### src/rtl/onehot_hold_decoder_pkg.sv
// ----------------------------------------------------------------------------
// onehot_hold_decoder_pkg
//   Shared constants and types for the one-hot hold decoder.
//   - ST_IDLE / ST_HOLD : FSM state encodings (1-bit, legacy-compatible)
//   - CODE_W            : width of the encoded channel number
//   - ONEHOT_W          : width of the regenerated one-hot strobe
// ----------------------------------------------------------------------------
package onehot_hold_decoder_pkg;

    localparam int CODE_W   = 2;
    localparam int ONEHOT_W = 4;

    localparam logic [0:0] ST_IDLE = 1'b0;
    localparam logic [0:0] ST_HOLD = 1'b1;

    typedef logic [CODE_W-1:0]   code_t;
    typedef logic [ONEHOT_W-1:0] onehot_t;

    // Assemble the two encoder bits into a code word (A1 is the MSB).
    function automatic code_t pack_code(input logic a1, input logic a0);
        return {a1, a0};
    endfunction

endpackage

### src/rtl/onehot_hold_decoder_if.sv
// ----------------------------------------------------------------------------
// onehot_hold_decoder_if
//   Encoder-side handshake between the 4-to-2 priority encoder and the
//   hold decoder.
//   - A1, A0 : encoded channel number (A1 is the MSB)
//   - V      : code valid; A1/A0 are don't-care when low
//   - RDY    : decoder can accept a code this cycle
//   master modport = encoder side, slave modport = decoder side.
// ----------------------------------------------------------------------------
interface onehot_hold_decoder_if;

    logic A1;
    logic A0;
    logic V;
    logic RDY;

    modport master (
        output A1,
        output A0,
        output V,
        input  RDY
    );

    modport slave (
        input  A1,
        input  A0,
        input  V,
        output RDY
    );

endinterface

### src/rtl/onehot_hold_decoder_decoder2to4.sv
// ----------------------------------------------------------------------------
// decoder2to4
//   Purely combinational 2-to-4 decoder with enable.
//   - en     : when low all outputs are low
//   - code   : channel number to select
//   - onehot : onehot[code] = en, all other bits low
// ----------------------------------------------------------------------------
module decoder2to4
    import onehot_hold_decoder_pkg::*;
(
    input  logic    en,
    input  code_t   code,
    output onehot_t onehot
);

    generate
        for (genvar gi = 0; gi < ONEHOT_W; gi++) begin : g_line
            assign onehot[gi] = en && (code == CODE_W'(gi));
        end
    endgenerate

endmodule

### src/rtl/onehot_hold_decoder.sv
// ----------------------------------------------------------------------------
// onehot_hold_decoder
//   Regenerates a one-hot strobe from an encoded channel number and holds
//   each accepted code for HOLD_CYCLES cycles. A one-entry pending buffer
//   accepts the next code while the current one is still held, so
//   back-to-back codes play out with no idle gap.
//
//   Parameters
//   - HOLD_CYCLES : cycles each code is held (1..255)
//   - CNT_W       : hold counter width, 2^CNT_W > HOLD_CYCLES-1
//
//   Ports
//   - clk    : clock, rising edge
//   - rst    : synchronous active-high reset
//   - bus    : encoder handshake (A1, A0, V in; RDY out, combinational)
//   - Y0..Y3 : registered one-hot strobe for the active code
//   - BUSY   : registered, high while a code is held
// ----------------------------------------------------------------------------
module onehot_hold_decoder
    import onehot_hold_decoder_pkg::*;
#(
    parameter int HOLD_CYCLES = 4,
    parameter int CNT_W       = 8
) (
    input  logic                  clk,
    input  logic                  rst,
    onehot_hold_decoder_if.slave  bus,
    output logic                  Y0,
    output logic                  Y1,
    output logic                  Y2,
    output logic                  Y3,
    output logic                  BUSY
);

    localparam logic [CNT_W-1:0] RELOAD = CNT_W'(HOLD_CYCLES - 1);

    logic [0:0]       state_reg, state_next;
    logic [CNT_W-1:0] cnt_reg, cnt_next;
    code_t            active_reg, active_next;
    code_t            pend_reg, pend_next;
    logic             pend_full_reg, pend_full_next;
    onehot_t          y_reg, y_next;
    logic             busy_reg;

    logic             rdy;
    logic             transfer;
    logic             hold_next;
    code_t            in_code;

    // RDY only looks at rst and a register, never at V.
    assign rdy      = !rst && !pend_full_reg;
    assign bus.RDY  = rdy;
    assign transfer = bus.V && rdy;
    assign in_code  = pack_code(bus.A1, bus.A0);

    always_comb begin
        state_next     = state_reg;
        cnt_next       = cnt_reg;
        active_next    = active_reg;
        pend_next      = pend_reg;
        pend_full_next = pend_full_reg;

        if (state_reg == ST_IDLE) begin
            if (transfer) begin
                state_next  = ST_HOLD;
                active_next = in_code;
                cnt_next    = RELOAD;
            end
        end else begin
            if (cnt_reg != '0) begin
                cnt_next = cnt_reg - CNT_W'(1);
                if (transfer) begin
                    pend_next      = in_code;
                    pend_full_next = 1'b1;
                end
            end else if (pend_full_reg) begin
                // Last hold cycle: promote the pending code so the new
                // line rises on the same edge the old one falls.
                active_next = pend_reg;
                cnt_next    = RELOAD;
                if (transfer) begin
                    pend_next = in_code;
                end else begin
                    pend_full_next = 1'b0;
                end
            end else if (transfer) begin
                active_next = in_code;
                cnt_next    = RELOAD;
            end else begin
                state_next = ST_IDLE;
            end
        end
    end

    assign hold_next = (state_next == ST_HOLD);

    // Decode the next active code so Y is a clean register output and an
    // unchanged code keeps its line high without a glitch.
    decoder2to4 u_dec (
        .en     (hold_next),
        .code   (active_next),
        .onehot (y_next)
    );

    always_ff @(posedge clk) begin
        if (rst) begin
            state_reg     <= ST_IDLE;
            cnt_reg       <= '0;
            active_reg    <= '0;
            pend_reg      <= '0;
            pend_full_reg <= 1'b0;
            y_reg         <= '0;
            busy_reg      <= 1'b0;
        end else begin
            state_reg     <= state_next;
            cnt_reg       <= cnt_next;
            active_reg    <= active_next;
            pend_reg      <= pend_next;
            pend_full_reg <= pend_full_next;
            y_reg         <= y_next;
            busy_reg      <= hold_next;
        end
    end

    assign Y0   = y_reg[0];
    assign Y1   = y_reg[1];
    assign Y2   = y_reg[2];
    assign Y3   = y_reg[3];
    assign BUSY = busy_reg;

endmodule

### src/flat_wrapper.sv
// flat-port wrapper written by rule: the top's interface ports become plain ports
module onehot_hold_decoder_flat import onehot_hold_decoder_pkg::*;
#(
    parameter int HOLD_CYCLES = 4,
    parameter int CNT_W       = 8
)
  (clk, rst, Y0, Y1, Y2, Y3, BUSY, bus_A1, bus_A0, bus_V, bus_RDY);
  onehot_hold_decoder_if bus_i ();
  input  logic clk;
  input  logic rst;
  output logic Y0;
  output logic Y1;
  output logic Y2;
  output logic Y3;
  output logic BUSY;
  input wire logic [$bits(bus_i.A1)-1:0] bus_A1;
  input wire logic [$bits(bus_i.A0)-1:0] bus_A0;
  input wire logic [$bits(bus_i.V)-1:0] bus_V;
  output wire logic [$bits(bus_i.RDY)-1:0] bus_RDY;
  assign bus_i.A1 = bus_A1;
  assign bus_i.A0 = bus_A0;
  assign bus_i.V = bus_V;
  assign bus_RDY = bus_i.RDY;
  onehot_hold_decoder #(.HOLD_CYCLES(HOLD_CYCLES), .CNT_W(CNT_W)) u_core (.clk(clk), .rst(rst), .bus(bus_i), .Y0(Y0), .Y1(Y1), .Y2(Y2), .Y3(Y3), .BUSY(BUSY));
endmodule
### config.mk
export PLATFORM = sky130hd
export DESIGN_NAME = onehot_hold_decoder_flat
export DESIGN_NICKNAME = d
export VERILOG_FILES = /design/src/rtl/onehot_hold_decoder_pkg.sv /design/src/rtl/onehot_hold_decoder_if.sv /design/src/rtl/onehot_hold_decoder_decoder2to4.sv /design/src/rtl/onehot_hold_decoder.sv /design/src/flat_wrapper.sv
export SDC_FILE = /design/constraint.sdc
export NUM_CORES = 1
export LEC_CHECK = 0
export ABC_AREA = 1
export BUFFER_PORTS_ARGS = -buffer_cell sky130_fd_sc_hd__buf_4
export CAP_MARGIN = 15
export CORE_MARGIN = 2
export CORE_UTILIZATION = 60
export DETAILED_ROUTE_END_ITERATION = 8
export GPL_ROUTABILITY_DRIVEN = 0
export PLACE_DENSITY = 0.81
export SYNTH_ARGS = -nofsm -noshare
export SYNTH_HDL_FRONTEND = slang
export SYNTH_SLANG_ARGS = --single-unit
### constraint.sdc
create_clock -name clk -period 3.81 [get_ports clk]
set_clock_uncertainty 0.05 [all_clocks]
set_input_delay 0 -clock clk [delete_from_list [all_inputs] [get_ports clk]]
set_output_delay 0 -clock clk [all_outputs]
set_load 0.005 [all_outputs]
**Word-level counts from Yosys, hierarchy flattened**

Index checks and enable logic that the tools add are counted.

- Add/subtract/negate cells: 1
- Equal/unequal tests: 4
- Mux-type cells: 18
- Reductions and logical operators: 13

Operators by type and width:

| cell | number |
|---|---|
| 8-bit 2-to-1 mux | 4 |
| 2-bit 2-to-1 mux | 7 |
| 8-bit nonzero test | 1 |
| 8-bit by 1-bit subtractor with 8-bit output (second input constant) | 1 |
| 1-bit 2-to-1 mux | 7 |
| 1-bit logical AND | 6 |
| 2-bit == test (second input constant) | 2 |
| 2-bit AND reduction | 2 |
| 2-bit by 1-bit == test with 1-bit output (second input constant) | 1 |
| 1-bit logical NOT | 2 |
| 2-bit logical NOT | 1 |
| 2-bit by 1-bit inequality test with 1-bit output (second input constant) | 1 |
| 2-bit nonzero test | 1 |

- Register bits: 18
- Input bits: 5
- Output and inout bits: 6
- Logic and storage cells: 42

**Depth between registers and ports, before layout**

- Word-level depth: 9
- Gate-level depth with buffers: 11
- Depth with buffers taken out: 11

**Modules after synthesis**

A second synthesis with hierarchy kept.

- Cell total of the unflattened synthesis: 153
- Area, all modules: 994.7 µm²

Modules (own cells, without submodules):

| module | times used | cells an instance | area each (µm²) | sequential area each (µm²) |
|---|---|---|---|---|
| onehot_hold_decoder | 1 | 145 | 964.7 | 360.3 |
| decoder2to4 | 1 | 8 | 30.0 | 0.0 |

**Least setup slack after synthesis**

OpenSTA, ideal clock, no wires.

- Path kind: register to register
- Start point: reg u_core.cnt_reg[0]
- End point: reg u_core.y_reg[3]
- Arrival time: 1.266 ns
- Path slack: 2.430 ns
- Stages on the path, launching flop included: 12
- Buffers on the path: 0
- Path through: dfxtp_1 -> inv_1 -> ha_1 -> nand2_2 -> nor2_4 -> nand2_4 -> inv_4 -> nor2_4 -> nand2_2 -> nand3_2 -> inv_2 -> nor2_1

- Longest elaborated chain between the ends: 5
- Elaborated cells on any way between the ends: 7

RTL lines:

| item | line | RTL |
|---|---|---|
| start: declaration | onehot_hold_decoder.sv:38 | `logic [CNT_W-1:0] cnt_reg, cnt_next;` |
| start signal: assignment | onehot_hold_decoder.sv:116 | `cnt_reg <= cnt_next;` |
| 8-bit nonzero test (*) | onehot_hold_decoder.sv:70 | `if (cnt_reg != '0) begin` |
| 2-bit 2-to-1 mux | onehot_hold_decoder.sv:70 |  |
| 2-bit 2-to-1 mux | onehot_hold_decoder.sv:63 | `if (state_reg == ST_IDLE) begin` |
| 2-bit == test | onehot_hold_decoder_decoder2to4.sv:18 | `assign onehot[gi] = en && (code == CODE_W'(gi));` |
| 1-bit logical AND (*) | onehot_hold_decoder_decoder2to4.sv:18 |  |
| end signal: assignment | onehot_hold_decoder.sv:120 | `y_reg <= y_next;` |
| end: declaration | onehot_hold_decoder.sv:42 | `onehot_t y_reg, y_next;` |

Every way passes the cells marked *; elsewhere a longest branch is shown, timed or not.
A chain may end at the register's enable or synchronous reset.

**Final worst setup path**

- Start point: reg u_core.cnt_reg[0]
- End point: reg u_core.pend_reg[0]

- Longest elaborated chain between the ends: 3
- Elaborated cells on any way between the ends: 4

RTL lines:

| item | line | RTL |
|---|---|---|
| 8-bit nonzero test (*) | onehot_hold_decoder.sv:70 |  |
| 2-bit nonzero test (no line) | n/a |  |
| 2-bit AND reduction (no line) | n/a |  |
| end signal: assignment | onehot_hold_decoder.sv:118 | `pend_reg <= pend_next;` |
| end: declaration | onehot_hold_decoder.sv:40 | `code_t pend_reg, pend_next;` |

Marked as above.

==> metrics.cfg <==
[outcome]
status=finished, final reports clean

[yosys]
syn_inst=123
syn_avg_cell_area_um2=8.14
synth.distinct_cells=25
yosys_warnings=0
seq_area_frac_synth=0.360
syn_area_mm2=0.00100
syn_nets=129
yosys_register_bits=18

[cts]
cts_resized=0
clock_path_buffers=2
clk_pin_slew_ps=100
cts_tree=yes
h-tree-depth=1
clock_latency_ps=290
clockRootBuffer=clkbuf_4
post-cts-setup-buffer-count=0
cts_buffers=3
clock-sinks=18
hold_buffers=3

[grt]
grtUsageTotal=0.219
grt_pass1_wl_mm=3.21
grt_max_degree=14
grt_pass1_vias=770
grt_antenna_before_repair=0
grt.overflow.total=0

[min_path]
hp-class=in -> reg
hp-start=bus_V
hold_path_end=u_core.pend_full_reg$_SDFFE_PP0P_
hold_path_depth=3

[detailed_routing]
ant_nets=0
first_pass_iters=4
drc_errors=0
vias=817
drt_wl_total_mm=1.94
wl_per_cell_um=12.7
drt-initial-drc-count=22
vias_per_cell=5.38

[power_and_ir_drop]
ir_worst_vdd_mv=0.270
leakage_nw=0.511
power_density_mw_per_mm2=411

[timing]
final.setup.tns_ps=0
hold_ws_ps=22.3
layout_min_cycle_time_ps=1970
fin_crit_sh=0.517
setup_slack_ps=1840
slew-limit-headroom=0.690
finalMaxSlewViolations=0
max_freq_ghz=0.507
tightest_slew_ps=464
rsz0062_at_grt=false
setup_viol=0
finalHoldViolCount=0

[floorplanning]
dieHeight_um=44.8
start_util=0.649
dieArea_mm2=0.00201
io_pins=11
fp-row-count=14
dieWidth_um=44.8
core_mm2=0.00154

[flow_run]
maxCapViolations=0

[layout]
fin_cells=152
nets=144
syn_to_final_growth_pct=11.9
drive_above_1_share=0.316
largest_register_ffs=8
final_cell_mix=18 x nand3_1, 18 x dfxtp_1, 14 x nand2_1
antenna_cells=0

[placement]
dp_hpwl_mm=1.38
placed_cells=146
io_buffer_count=10
dpl_worst_slack_ps=2230

[worst_setup_path]
cp-start-kind=flip-flop
r2r-start=u_core.cnt_reg[0]$_SDFF_PP0_
r2r_end=u_core.pend_reg[0]$_SDFFE_PP0P_
path_max_fanout=7
ff2ff_setup_slack_ps=1840
crit_type=reg -> reg
cp_data_arrival_time_ps=2110
reg2reg_depth=9
crit_required_ps=3950
crit_path_end_kind=flip-flop

==> power by group <==
part / switching [W] / internal, W / leakage [nW] / total [W]
Clock: 0.0000599 / 0.0000368 / 0.0138 / 0.0000967
Sequential: 0.0000118 / 0.000201 / 0.147 / 0.000213
Combinational: 0.0000890 / 0.0000616 / 0.351 / 0.000151
Total: 0.000161 / 0.000300 / 0.511 / 0.000460
==> layout make-up <==
type	instances	area [um^2]
multi-input cells	84	515
fillers	118	422
flip-flops and latches	18	360
repair buffers	13	105
inverters	18	96.3
clock buffers	3	22.5
well taps	16	20.0
==> synthesized netlist by cell type (all sizes together) <==
cell / number / area [um^2]
inv: 17 / 66.3
buf: 1 / 11.3
a211oi: 1 / 7.51
nor2: 15 / 93.8
bufinv: 1 / 30.0
dfxtp: 18 / 360
nand4: 2 / 12.5
nand3b: 1 / 11.3
nand2: 24 / 135
ha: 1 / 12.5
clkbuf: 2 / 17.5
nand3: 22 / 130
o21ai: 4 / 20.0
xnor2: 1 / 8.76
xor2: 3 / 26.3
a21oi: 10 / 57.6
==> cell families after synthesis <==
family | share of synthesized area
AND/OR/NAND/NOR | 0.383
flip-flops | 0.360
adder cells (fa/ha/maj) | 0.0125
buffers and inverters | 0.125
AO/OA/AOI/OAI | 0.0850
XOR/XNOR | 0.0350
==> worst max-delay path: stages (launching register included) <==
cell,delay [ps]
dfxtp_1,350
inv_1,80
ha_1,220
nand2_2,120
nor2_4,60
nand3_2,90
nand2_4,80
o21ai_0,190
a21oi_1,80
dlygate4sd3_1,550
==> through the flow <==
stage	power, W	util	cell area, um^2
finish	0.000460	0.726	1120
global route	0.000481	0.726	1120
CTS	0.000457	0.726	1120
detailed placement	0.000365	0.692	1070
global placement	0.000362	0.692	1070
floorplan	0.000339	-	1000
==> per-layer routing <==
metal  GRT usage  vias up  wire length (um)
met2       0.380       19               922
met3      0.0360        2                67
met1       0.283      373               933
met5           0        -                 0
met4      0.0588        0                13
li1            -      423                 -
==> how the worst max path moves through the flow <==
| stage | from | endpoint | slack (ps) | cells past startpoint |
|---|---|---|---|---|
| CTS | u_core.cnt_reg[0]$_SDFF_PP0_ | u_core.pend_reg[0]$_SDFFE_PP0P_ | 1870 | 9 |
| global placement | u_core.cnt_reg[0]$_SDFF_PP0_ | u_core.y_reg[1]$_SDFF_PP0_ | 2270 | 11 |
| detailed placement | u_core.cnt_reg[0]$_SDFF_PP0_ | u_core.y_reg[1]$_SDFF_PP0_ | 2230 | 11 |
| floorplan | u_core.cnt_reg[0]$_SDFF_PP0_ | u_core.y_reg[3]$_SDFF_PP0_ | 2430 | 11 |
| finish | u_core.cnt_reg[0]$_SDFF_PP0_ | u_core.pend_reg[0]$_SDFFE_PP0P_ | 1840 | 9 |
| global route | u_core.cnt_reg[0]$_SDFF_PP0_ | u_core.pend_reg[0]$_SDFFE_PP0P_ | 1710 | 9 |
Power figures use the tool's default switching activity.
